`config.mk`:
```
export PLATFORM = sky130hd
export DESIGN_NAME = bcd_sub_arbiter
export DESIGN_NICKNAME = d
export VERILOG_FILES = /design/src/rtl/bcd_sub_arbiter_pkg.sv /design/src/rtl/bcd_sub_arbiter_digit_sub.sv /design/src/rtl/bcd_sub_arbiter.sv
export SDC_FILE = /design/constraint.sdc
export NUM_CORES = 1
export LEC_CHECK = 0
export BUFFER_PORTS_ARGS = -buffer_cell sky130_fd_sc_hd__buf_2
export CORE_MARGIN = 2
export CORE_UTILIZATION = 51
export DETAILED_ROUTE_END_ITERATION = 6
export GPL_ROUTABILITY_DRIVEN = 0
export GPL_TIMING_DRIVEN = 0
export HOLD_SLACK_MARGIN = 0.02
export PLACE_DENSITY = 0.86
export RECOVER_POWER = 25
export SETUP_SLACK_MARGIN = 0.4
export SYNTH_ARGS = -nofsm -noshare
export SYNTH_HDL_FRONTEND = slang
export SYNTH_SLANG_ARGS = --single-unit
```
`constraint.sdc`:
```
create_clock -name PCLK -period 3.36 [get_ports PCLK]
set_input_delay 0.168 -clock PCLK [delete_from_list [all_inputs] [get_ports PCLK]]
set_output_delay 0.168 -clock PCLK [all_outputs]
set_load 0.02 [all_outputs]
```
`src/rtl/bcd_sub_arbiter_pkg.sv`:
```
// Shared types and helpers for the round-robin BCD subtract arbiter.
// Digit width, controller states, BCD digit check and round-robin grant search.
package bcd_pkg;

  localparam int unsigned DIGIT_W = 4;
  localparam int unsigned RR_MAX  = 8;

  typedef enum logic [1:0] {
    IDLE,
    CALC,
    DONE
  } state_t;

  typedef struct packed {
    logic       found;
    logic [2:0] idx;
  } rr_pick_t;

  function automatic logic is_bcd_digit(input logic [DIGIT_W-1:0] nibble);
    return nibble <= 4'd9;
  endfunction

  // First valid requester strictly after 'pointer', wrapping modulo n (n <= RR_MAX).
  function automatic rr_pick_t rr_pick(input logic [RR_MAX-1:0] valid,
                                       input logic [2:0]        pointer,
                                       input int unsigned       n);
    rr_pick_t    r;
    int unsigned idx;
    r = '0;
    for (int unsigned k = 1; k <= RR_MAX; k++) begin
      idx = (32'(pointer) + k) % n;
      if (k <= n && !r.found && valid[idx[2:0]]) begin
        r.found = 1'b1;
        r.idx   = idx[2:0];
      end
    end
    return r;
  endfunction

endpackage

```
`src/rtl/bcd_sub_arbiter_digit_sub.sv`:
```
// Single BCD digit subtractor with borrow; combinational.
// Shared across all digit positions by the arbiter's controller.
module bcd_digit_sub
  import bcd_pkg::*;
(
  input  logic [DIGIT_W-1:0] a,
  input  logic [DIGIT_W-1:0] b,
  input  logic               borrow_in,
  output logic [DIGIT_W-1:0] d,
  output logic               borrow_out
);

  logic [DIGIT_W:0] t;

  always_comb begin
    t = {1'b0, a} - {1'b0, b} - {{DIGIT_W{1'b0}}, borrow_in};
    // Negative result: bit DIGIT_W is set; add ten modulo 16 to get the digit.
    if (t[DIGIT_W]) begin
      d          = t[DIGIT_W-1:0] + 4'd10;
      borrow_out = 1'b1;
    end else begin
      d          = t[DIGIT_W-1:0];
      borrow_out = 1'b0;
    end
  end

endmodule

```
`src/rtl/bcd_sub_arbiter.sv`:
```
// Round-robin arbiter sharing one digit-serial BCD subtractor among N_REQ requesters.
// Operands are captured at grant, subtracted LSD first, result held until accepted.
module bcd_sub_arbiter
  import bcd_pkg::*;
#(
  parameter int unsigned N_REQ  = 4,
  parameter int unsigned DIGITS = 3,
  parameter int unsigned ID_W   = $clog2(N_REQ)
) (
  input  logic                        PCLK,
  input  logic                        PRESET,
  input  logic [N_REQ-1:0]            req_valid,
  output logic [N_REQ-1:0]            req_ready,
  input  logic [N_REQ*DIGITS*4-1:0]   req_a,
  input  logic [N_REQ*DIGITS*4-1:0]   req_b,
  output logic                        rsp_valid,
  input  logic                        rsp_ready,
  output logic [ID_W-1:0]             rsp_id,
  output logic [DIGITS*4-1:0]         rsp_diff,
  output logic                        rsp_borrow,
  output logic                        rsp_err,
  output logic                        busy
);

  localparam int unsigned W     = DIGITS * DIGIT_W;
  localparam int unsigned CNT_W = (DIGITS > 1) ? $clog2(DIGITS) : 1;

  state_t             state;
  logic [ID_W-1:0]    ptr;
  logic [ID_W-1:0]    id_r;
  logic [W-1:0]       a_sh;
  logic [W-1:0]       b_sh;
  logic [W-1:0]       diff_acc;
  logic               borrow;
  logic               err_r;
  logic [CNT_W-1:0]   cnt;

  rr_pick_t           pick;
  logic [ID_W-1:0]    gnt;
  logic [W-1:0]       a_sel;
  logic [W-1:0]       b_sel;
  logic               sel_err;
  logic [DIGIT_W-1:0] d;
  logic               bout;
  logic               unused_pick;

  always_comb begin
    pick  = rr_pick(8'(req_valid), 3'(ptr), N_REQ);
    gnt   = ID_W'(pick.idx);
    a_sel = req_a[gnt*W +: W];
    b_sel = req_b[gnt*W +: W];
  end

  assign unused_pick = &{1'b0, pick};

  always_comb begin
    sel_err = 1'b0;
    for (int unsigned i = 0; i < DIGITS; i++) begin
      if (!is_bcd_digit(a_sel[i*DIGIT_W +: DIGIT_W]) ||
          !is_bcd_digit(b_sel[i*DIGIT_W +: DIGIT_W]))
        sel_err = 1'b1;
    end
  end

  always_comb begin
    req_ready = '0;
    if (state == IDLE && pick.found)
      req_ready[gnt] = 1'b1;
  end

  // Operand registers shift right each CALC cycle so the current digit is always at [3:0].
  bcd_digit_sub u_dsub (
    .a          (a_sh[DIGIT_W-1:0]),
    .b          (b_sh[DIGIT_W-1:0]),
    .borrow_in  (borrow),
    .d          (d),
    .borrow_out (bout)
  );

  always_ff @(posedge PCLK) begin
    if (PRESET) begin
      state      <= IDLE;
      ptr        <= ID_W'(N_REQ - 1);
      id_r       <= '0;
      a_sh       <= '0;
      b_sh       <= '0;
      diff_acc   <= '0;
      borrow     <= 1'b0;
      err_r      <= 1'b0;
      cnt        <= '0;
      rsp_valid  <= 1'b0;
      rsp_id     <= '0;
      rsp_diff   <= '0;
      rsp_borrow <= 1'b0;
      rsp_err    <= 1'b0;
      busy       <= 1'b0;
    end else begin
      case (state)
        IDLE: begin
          if (pick.found) begin
            a_sh     <= a_sel;
            b_sh     <= b_sel;
            id_r     <= gnt;
            ptr      <= gnt;
            err_r    <= sel_err;
            borrow   <= 1'b0;
            cnt      <= '0;
            diff_acc <= '0;
            busy     <= 1'b1;
            state    <= CALC;
          end
        end
        CALC: begin
          a_sh     <= a_sh >> DIGIT_W;
          b_sh     <= b_sh >> DIGIT_W;
          diff_acc <= {d, diff_acc[W-1:DIGIT_W]};
          borrow   <= bout;
          cnt      <= cnt + CNT_W'(1);
          if (cnt == CNT_W'(DIGITS - 1)) begin
            state      <= DONE;
            rsp_valid  <= 1'b1;
            rsp_id     <= id_r;
            rsp_diff   <= err_r ? '0 : {d, diff_acc[W-1:DIGIT_W]};
            rsp_borrow <= !err_r && bout;
            rsp_err    <= err_r;
          end
        end
        DONE: begin
          if (rsp_ready) begin
            rsp_valid <= 1'b0;
            busy      <= 1'b0;
            state     <= IDLE;
          end
        end
        default: state <= IDLE;
      endcase
    end
  end

endmodule
```
* Word-level counts from Yosys, hierarchy flattened
Cells that the tools add are included.
** Operators by class
- Add/sub/neg operators :: 8
- Multipliers :: 1
- Div/mod/pow operators :: 0
- Magnitude comparators :: 12
- Equal/unequal tests :: 6
- Shift-type cells :: 2
- Multiplexer cells :: 40
- Bitwise gates (word level) :: 0
- Reductions and logical operators :: 29
** Operators by type and width (number)
- 48-bit by 7-bit variable part select with 12-bit output :: 2
- 12-bit case mux with 2 select lines :: 3
- 12-bit 2-to-1 mux :: 4
- 4-bit <= comparator (second input constant) :: 6
- 4-bit 2-to-1 mux :: 6
- 2-bit by 4-bit less-than comparator with 1-bit output (second input constant) :: 4
- 1-bit 2-to-1 mux :: 13
- 1-bit logical NOT :: 10
- 3-bit AND reduction :: 3
- 1-bit binary-select mux with 2-bit select :: 4
- 2-bit 2-to-1 mux :: 4
- 2-bit by 1-bit adder with 2-bit output (second input constant) :: 3
- 1-bit logical AND :: 6
- 2-bit inequality test (second input constant) :: 3
- 1-bit case mux with 2 select lines :: 3
- 2-bit case mux with 3 select lines :: 1
- 2-bit AND reduction :: 3
- 2-bit nonzero test :: 3
- 4-bit by 4-bit subtractor with 5-bit output :: 1
- 5-bit by 1-bit subtractor with 5-bit output :: 1
- 2-bit adder (second input constant) :: 2
- 4-bit adder (second input constant) :: 1
- 2-bit equality test (second input constant) :: 2
- 2-bit by 2-bit multiplier with 4-bit output (second input constant) :: 1
- 7 further kinds :: 9
** Word-level totals
- Bits in registers :: 64
- Bits in latches :: 0
- Bits in writable memories :: 0
- ROM bits :: 0
- Input bits :: 103
- Word-level logic and storage cells :: 113
- Memories :: 0

* Logic depth before layout (Yosys ltp)
Gate-level depths: netlist of run 1.
- Depth in word-level cells :: 21
- Mapped depth :: 11
- Depth with buffers taken out :: 10

* Hierarchy
From an unflattened synthesis of run 1, not the netlist that was laid out.
** Unflattened totals
- Cell total of the unflattened synthesis :: 470
- Area total of the unflattened synthesis :: 3555.9 sq um
** Modules (own cells, without submodules)
- bcd_sub_arbiter :: instances 1, cells an instance 438, area an instance 3281.9 sq um, seq. area each 1201.2 sq um
- bcd_digit_sub :: instances 1, cells an instance 32, area an instance 274.0 sq um, seq. area each 0.0 sq um

* Worst setup path before layout of run 1
OpenSTA, ideal clock, no wires.
- Kind :: reg-to-reg
- Start point :: register b_sh[0]
- End point :: register rsp_diff[11]
- Arrival :: 2359 ps
- Data required time :: 3290 ps
- Path slack :: 931 ps
- Stages on the path, launching flop included :: 11
- Buffers on the path :: 0
- Path through :: dfxtp_1 -> inv_1 -> fa_1 -> fa_1 -> nand2b_1 -> a21oi_1 -> xnor2_1 -> nor2_1 -> xnor2_1 -> or3_1 -> a21oi_1
** Between the ends
- Longest elaborated chain between the ends :: 5
** Ends and longest elaborated chain
- start, declared :: RTL line bcd_sub_arbiter.sv:32 : logic [W-1:0] b_sh;
- start signal, assigned :: RTL line bcd_sub_arbiter.sv:102 : b_sh <= b_sel;
- start signal, assigned :: RTL line bcd_sub_arbiter.sv:115 : b_sh <= b_sh >> DIGIT_W;
- 4-bit by 4-bit subtractor with 5-bit output (*) :: RTL line bcd_sub_arbiter_digit_sub.sv:16 : t = {1'b0, a} - {1'b0, b} - {{DIGIT_W{1'b0}}, borrow_in};
- 5-bit by 1-bit subtractor with 5-bit output (*) :: RTL line bcd_sub_arbiter_digit_sub.sv:16
- 4-bit adder :: RTL line bcd_sub_arbiter_digit_sub.sv:19 : d = t[DIGIT_W-1:0] + 4'd10;
- 4-bit 2-to-1 mux (*) :: RTL line bcd_sub_arbiter_digit_sub.sv:18 : if (t[DIGIT_W]) begin
- 12-bit 2-to-1 mux (*) :: RTL line bcd_sub_arbiter.sv:123 : rsp_diff <= err_r ? '0 : {d, diff_acc[W-1:DIGIT_W]};
- end signal, assigned :: RTL line bcd_sub_arbiter.sv:123
- end, declared :: RTL line bcd_sub_arbiter.sv:19 : output logic [DIGITS*4-1:0] rsp_diff,
Every way passes the cells marked *; elsewhere a longest branch is shown, timed or not.
A chain may end at the register's enable or synchronous reset.

* Worst setup path in the final report of run 1
Ends and elaborated chain as after synthesis.

==> results of run 1 <==
final cells by class:
class                           count  area share [%]
Sequential cell                    60           26.86
Inverter                           13           1.091
Multi-Input combinational cell    357           47.90
Clock inverter                      2          0.2238
Tap cell                           96           2.686
Buffer                             42           4.589
Clock buffer                       14           3.414
Timing Repair Buffer              123           13.23
critical path, cell delays in order (launching register included):
cell,delay (ps)
dfxtp_1,330
inv_1,60
fa_1,450
fa_1,430
nand2b_1,180
a21oi_1,180
xnor2_1,290
nor2_1,110
xnor2_1,190
or3_1,330
a21oi_1,140
layout by cell type (no fill, tap or decap), types with 4 or more instances in the layout:
master    count
dfxtp_1      60
a211o_1       4
nor2b_1       5
ha_1          8
and3_1       19
buf_6         5
a32oi_1       9
clkbuf_1     54
clkbuf_8     10
nand3_1      46
o31a_1        4
nor3_1        7
nor2_1       46
a31oi_1       9
a22oi_1      12
inv_1        13
a22o_1        5
nand2_1      52
a211oi_1     12
buf_2       109
o21ai_0      16
o21a_1        5
nand2b_1      4
nor3b_1       8
a21oi_1      41
sequential cells by signal, indices dropped and copies added, names as in the netlist:
register	count
busy	1
state	2
rsp_id	2
rsp_valid	1
cnt	2
id_r	2
ptr	2
rsp_diff	12
borrow	1
rsp_borrow	1
err_r	1
b_sh	12
diff_acc	8
a_sh	12
rsp_err	1
synthesized netlist by cell type (all sizes together) (2+ instances only):
cell type | instances | area, sq um
dfxtp | 60 | 1201
nand2 | 53 | 206.5
nor2 | 47 | 178.9
nand3 | 46 | 230.2
a21oi | 41 | 205.2
clkbuf | 31 | 116.4
and3 | 19 | 118.9
o21ai | 18 | 93.84
a211oi | 15 | 127.6
inv | 13 | 48.80
a22oi | 12 | 90.09
buf | 11 | 88.83
a31oi | 10 | 68.81
a32oi | 9 | 78.83
ha | 8 | 100.1
nor3b | 8 | 60.06
nor3 | 7 | 35.03
o21a | 6 | 46.30
a22o | 5 | 43.79
nor2b | 5 | 31.28
a211o | 4 | 35.03
nand2b | 4 | 25.02
o31a | 4 | 35.03
a21o | 3 | 22.52
a31o | 3 | 26.28
nand3b | 3 | 22.52
o211a | 3 | 30.03
o22ai | 3 | 18.77
xnor2 | 3 | 26.28
xor2 | 3 | 26.28
fa | 2 | 40.04
mux2i | 2 | 23.77
or3 | 2 | 12.51
power by group:
part | total [W] | internal, W | switching (W)
clock | 0.000545 | 0.000286 | 0.000259
sequential | 0.000843 | 0.000788 | 0.0000547
combinational | 0.000878 | 0.000368 | 0.000510
per-layer routing:
metal  GRT usage, %  wire length [um]
met5              0                 0
met4          10.63               267
met3          8.765               864
met2          49.59              5210
met1          35.22              4561
cell families (layout without fill, tap and decap cells):
logic type,count (synthesis),count (layout),share of synthesized area [%]
and+or+nand+nor,196,196,25.95
buffers and inverters,55,194,7.061
AOI/OAI and AO/OA,142,142,27.27
xor gates and xnor gates,6,6,1.461
muxes,3,3,0.9738
adders and majority gates,10,10,3.896
DFF,60,60,33.39
how the worst min path moves through the flow:
stage / startpoint / endpoint / slack [ps] / depth (start not counted)
after floorplan: rsp_ready / rsp_valid / 350 / 3
after global placement: rsp_id[0] / rsp_id[0] / 440 / 2
after detailed placement: rsp_id[0] / rsp_id[0] / 450 / 2
after CTS: rsp_ready / rsp_valid / 100 / 4
after global routing: rsp_ready / rsp_valid / 100 / 4
final: rsp_ready / rsp_valid / 110 / 4
through the flow:
step,setup WS [ps],cell area [sq um],std cells
floorplan,930.5,3597,472
global placement,767.1,4333,691
detailed placement,670.2,4333,691
CTS,604.3,4496,707
global route,408.9,4472,707
finish,600.6,4472,707
==> run metrics, run 1 <==
relative slew slack=60.07%; Pins Over Slew Limit=0; Core Util, Final=65.82%; # H-tree levels=3; R2R Path End=rsp_diff[11]; post-cts hold buffer count=0; Worst setup EP type=flip-flop; # resized after CTS=0; final hold vios=0; max capacitance violation total=0; Initial Util=52.95%; mapped cell area=3597 sq um; r2r startpoint=b_sh[0]; Detailed Place HPWL=8.196 mm; Tot Pwr=0.002266 W; DR pass1 iterations=5; Multi-input gate area=2142 sq um; clock slew at reported path FFs=70 ps; critical path class=flip-flop to flip-flop; HP Class=input port to flip-flop; Setup Skew=10.15 ps; Crit path arrival time=3030 ps; WL/cell=15.42 um; first-pass GRT wire length=17.81 mm; syn nets=585; CTS tree=done; die area=7741 sq um; DRT Wirelength=10.90 mm; routed vias=4161; status=completed; Main synth FF type=dfxtp_1; largest net degree at the start of global routing=11; Worst EP required=3630 ps; Mean Syn Cell Area=7.621 sq um; worst hold slack=108.3 ps; reg2reg setup slack=600 ps; Register Area=1201 sq um; sequential-to-total area share from yosys stat=33.39%; number of global-route vias before repair=4001; number of DRC markers in iteration 0=378; port bufs=123; Clock Tree Buf Depth=2; crit path from=b_sh[0]; # diodes=0; Post-Syn Instances=472; Clock Sinks=60; Area Growth Syn to Fin=24.31%; Yosys reg bits=60; YS warnings=0; Antenna Nets Post-Route=0; final net count=719; Fillers=602; routed vias/inst=5.885; startpoint types=flip-flop; Post-CTS Setup Bufs=0; final period utilization=82.13%; clk_lat worst skew=340 ps; Die Ht=87.99 um; standard-cell rows=30; aggregate global-route resource usage=29.31%; total CTS buffers=9; layout cells sized above 1=22.42%; Core ar.=6794 sq um; Residual DRC=0; max frequency=362.4 MHz; LEAKAGE=1.928 nW; power per cell area=506.8 nW/um^2; clk root buf=clkbuf_8; Die W=87.99 um; I/O pins=125; critical path capture point=rsp_diff[11]; number of synthesized flops with an enable pin=0; worst-margin pin slew=599.0 ps; fin crit period=2759 ps; RSZ-0062 raised after global routing=no; # setup viols final=0; ys async rst share=0%; initial antenna violation count=0; Synth cell types=52; Max IR drop VDD=0.2168 mV; total grt overflow=0; Crit Path Max Fanout=5; Post-Route Setup TNS=0 ps; reg2reg path depth=10
No activity file was read; power rests on OpenSTA's default activity.
==> run 2, diff against run 1 <==
- CORE_UTILIZATION: 51 -> 46
- PLACE_DENSITY: 0.86 -> 0.82
- clock period: 3.36 -> 2.4 ns (I/O delays scaled with it)
==> run metrics, run 2 (synthesis results as in run 1) <==
most frequent cells in the layout=105 x buf_2, 55 x dfxtp_1, 48 x nand2_1; r2r startpoint=b_sh[0]; startpoint types=flip-flop; # setup viols final=2; commonest non-fill, non-tap cell in the layout=buf_2; Setup Skew=14.25 ps; Tot Pwr=0.004126 W; reg2reg setup slack=-40 ps; LEAKAGE=2.319 nW; Clock Sinks=60; status=finished with violations; CP cell instances=inv_2 > fa_2 > fa_2 > buf_4 > xor2_2 > ha_2 > mux2i_2 > nor2_1 > a31oi_1 > nor2_1; final net count=752; port bufs=123; DR pass1 iterations=5; max capacitance violation total=0; die area=8543 sq um; Non-Filler Instances=746; layout cells sized above 1=42.39%; HP Class=input port to flip-flop; Clock Tree Buf Depth=2; reg2reg path depth=10; standard-cell rows=32; failing checks=setup timing; number of global-route vias before repair=4308; WL/cell=20.04 um; final period utilization=101.6%; DRT Wirelength=14.95 mm; number of DRC markers in iteration 0=445; Die Ht=92.43 um; Worst EP required=2610 ps; largest registers=a_sh: 12 flops, b_sh: 12 flops, rsp_diff: 12 flops; routed vias=4690; aggregate global-route resource usage=29.82%; power per cell area=741.6 nW/um^2; total CTS buffers=9; Residual DRC=0; Detailed Place HPWL=8.659 mm; Fillers=512; Register Area=1207 sq um; CP max stage delay=380 ps; final hold vios=0; post-cts hold buffer count=0; pre-CTS setup slack=-100.8 ps; # diodes=0; CP max-delay cell=fa_2; Finished Cell Area=5564 sq um; critical path capture point=diff_acc[10]; relative slew slack=49.70%; first-pass GRT wire length=20.23 mm; critical path class=flip-flop to flip-flop; Initial Util=47.04%; max frequency=410.0 MHz; Crit Path Max Fanout=2; Post-Route Setup TNS=-64.49 ps; crit path from=b_sh[0]; Worst setup EP type=flip-flop; Multi-input gate area=2760 sq um; total grt overflow=0; RSZ-0062 raised after global routing=yes; Antenna Nets Post-Route=0; CTS tree=done; routed vias/inst=6.287; Max IR drop VDD=0.3609 mV; initial antenna violation count=0; Area Growth Syn to Fin=54.68%; largest net degree at the start of global routing=11; # H-tree levels=3; Crit path arrival time=2650 ps; fin crit period=2439 ps; post-placement cell count=697; Core ar.=7647 sq um; Die W=92.43 um; clk_lat worst skew=340 ps; Pins Over Slew Limit=0; clk root buf=clkbuf_8; clock slew at reported path FFs=70 ps; worst-margin pin slew=754.4 ps; I/O pins=125; post-route setup slack=-38.95 ps; R2R Path End=diff_acc[10]; Placement Cell Area=4393 sq um
## run 2: changes by cell type in the layout (fill, tap and decap cells not counted), sizes merged
cell,change
buf,+36
clkinv,-1
clkbuf,-4
nand2,+1
clkdlybuf4s15,+1
## run 2: worst max-delay path, delay by kind of cell, from the launching register on
family / cells / cell delay (ps)
DFF: 1 / 340
xor gates and xnor gates: 1 / 190
AOI/OAI and AO/OA: 1 / 180
and+or+nand+nor: 2 / 140
adders and majority gates: 3 / 1060
muxes: 1 / 210
buffers and inverters: 2 / 190
## run 2: area by class of cell
| type | instances | area share [%] |
|---|---|---|
| Timing Repair Buffer | 155 | 16.69 |
| Buffer | 42 | 5.577 |
| Tap cell | 102 | 2.294 |
| Inverter | 13 | 0.8770 |
| Clock buffer | 15 | 3.171 |
| Sequential cell | 60 | 21.70 |
| Multi-Input combinational cell | 358 | 49.61 |
| Clock inverter | 1 | 0.08995 |
## run 2: timing repair
item                       CTS  global route
cloned                       4             1
resized for setup           72            98
pin swaps                   21            30
buffers inserted            17            11
setup endpoints to repair   30            41
## run 2: worst min path at each step
stage / slack [ps] / cells past startpoint / to / start
after floorplan: 310 / 3 / rsp_valid / rsp_ready
after global placement: 410 / 4 / rsp_valid / rsp_ready
after detailed placement: 420 / 4 / rsp_valid / rsp_ready
after CTS: 70 / 4 / rsp_valid / rsp_ready
after global routing: 110 / 4 / rsp_valid / rsp_ready
final: 70 / 4 / rsp_valid / rsp_ready
## run 2: power breakdown
part	total [W]	switching [W]	internal, W
Combinational	0.00209	0.00112	0.000964
Clock	0.000845	0.000385	0.000460
Sequential	0.00119	0.0000870	0.00111
## run 2: stage by stage
| stage | utilization [%] | hold WS (ps) |
|---|---|---|
| floorplan | - | 306.2 |
| global placement | 57.44 | 406.2 |
| detailed placement | 57.44 | 419.9 |
| CTS | 66.61 | 73.80 |
| global route | 72.76 | 105.9 |
| finish | 72.76 | 72.96 |
## run 2: routing by layer
metal  vias to the layer above  track usage [%]  wire length (um)
met5                         -                0                 0
met4                         0            12.56              1053
met3                       135            5.207              1388
met2                       370            51.76              7151
met1                      2156            36.26              5352
li1                       2029                -                 -
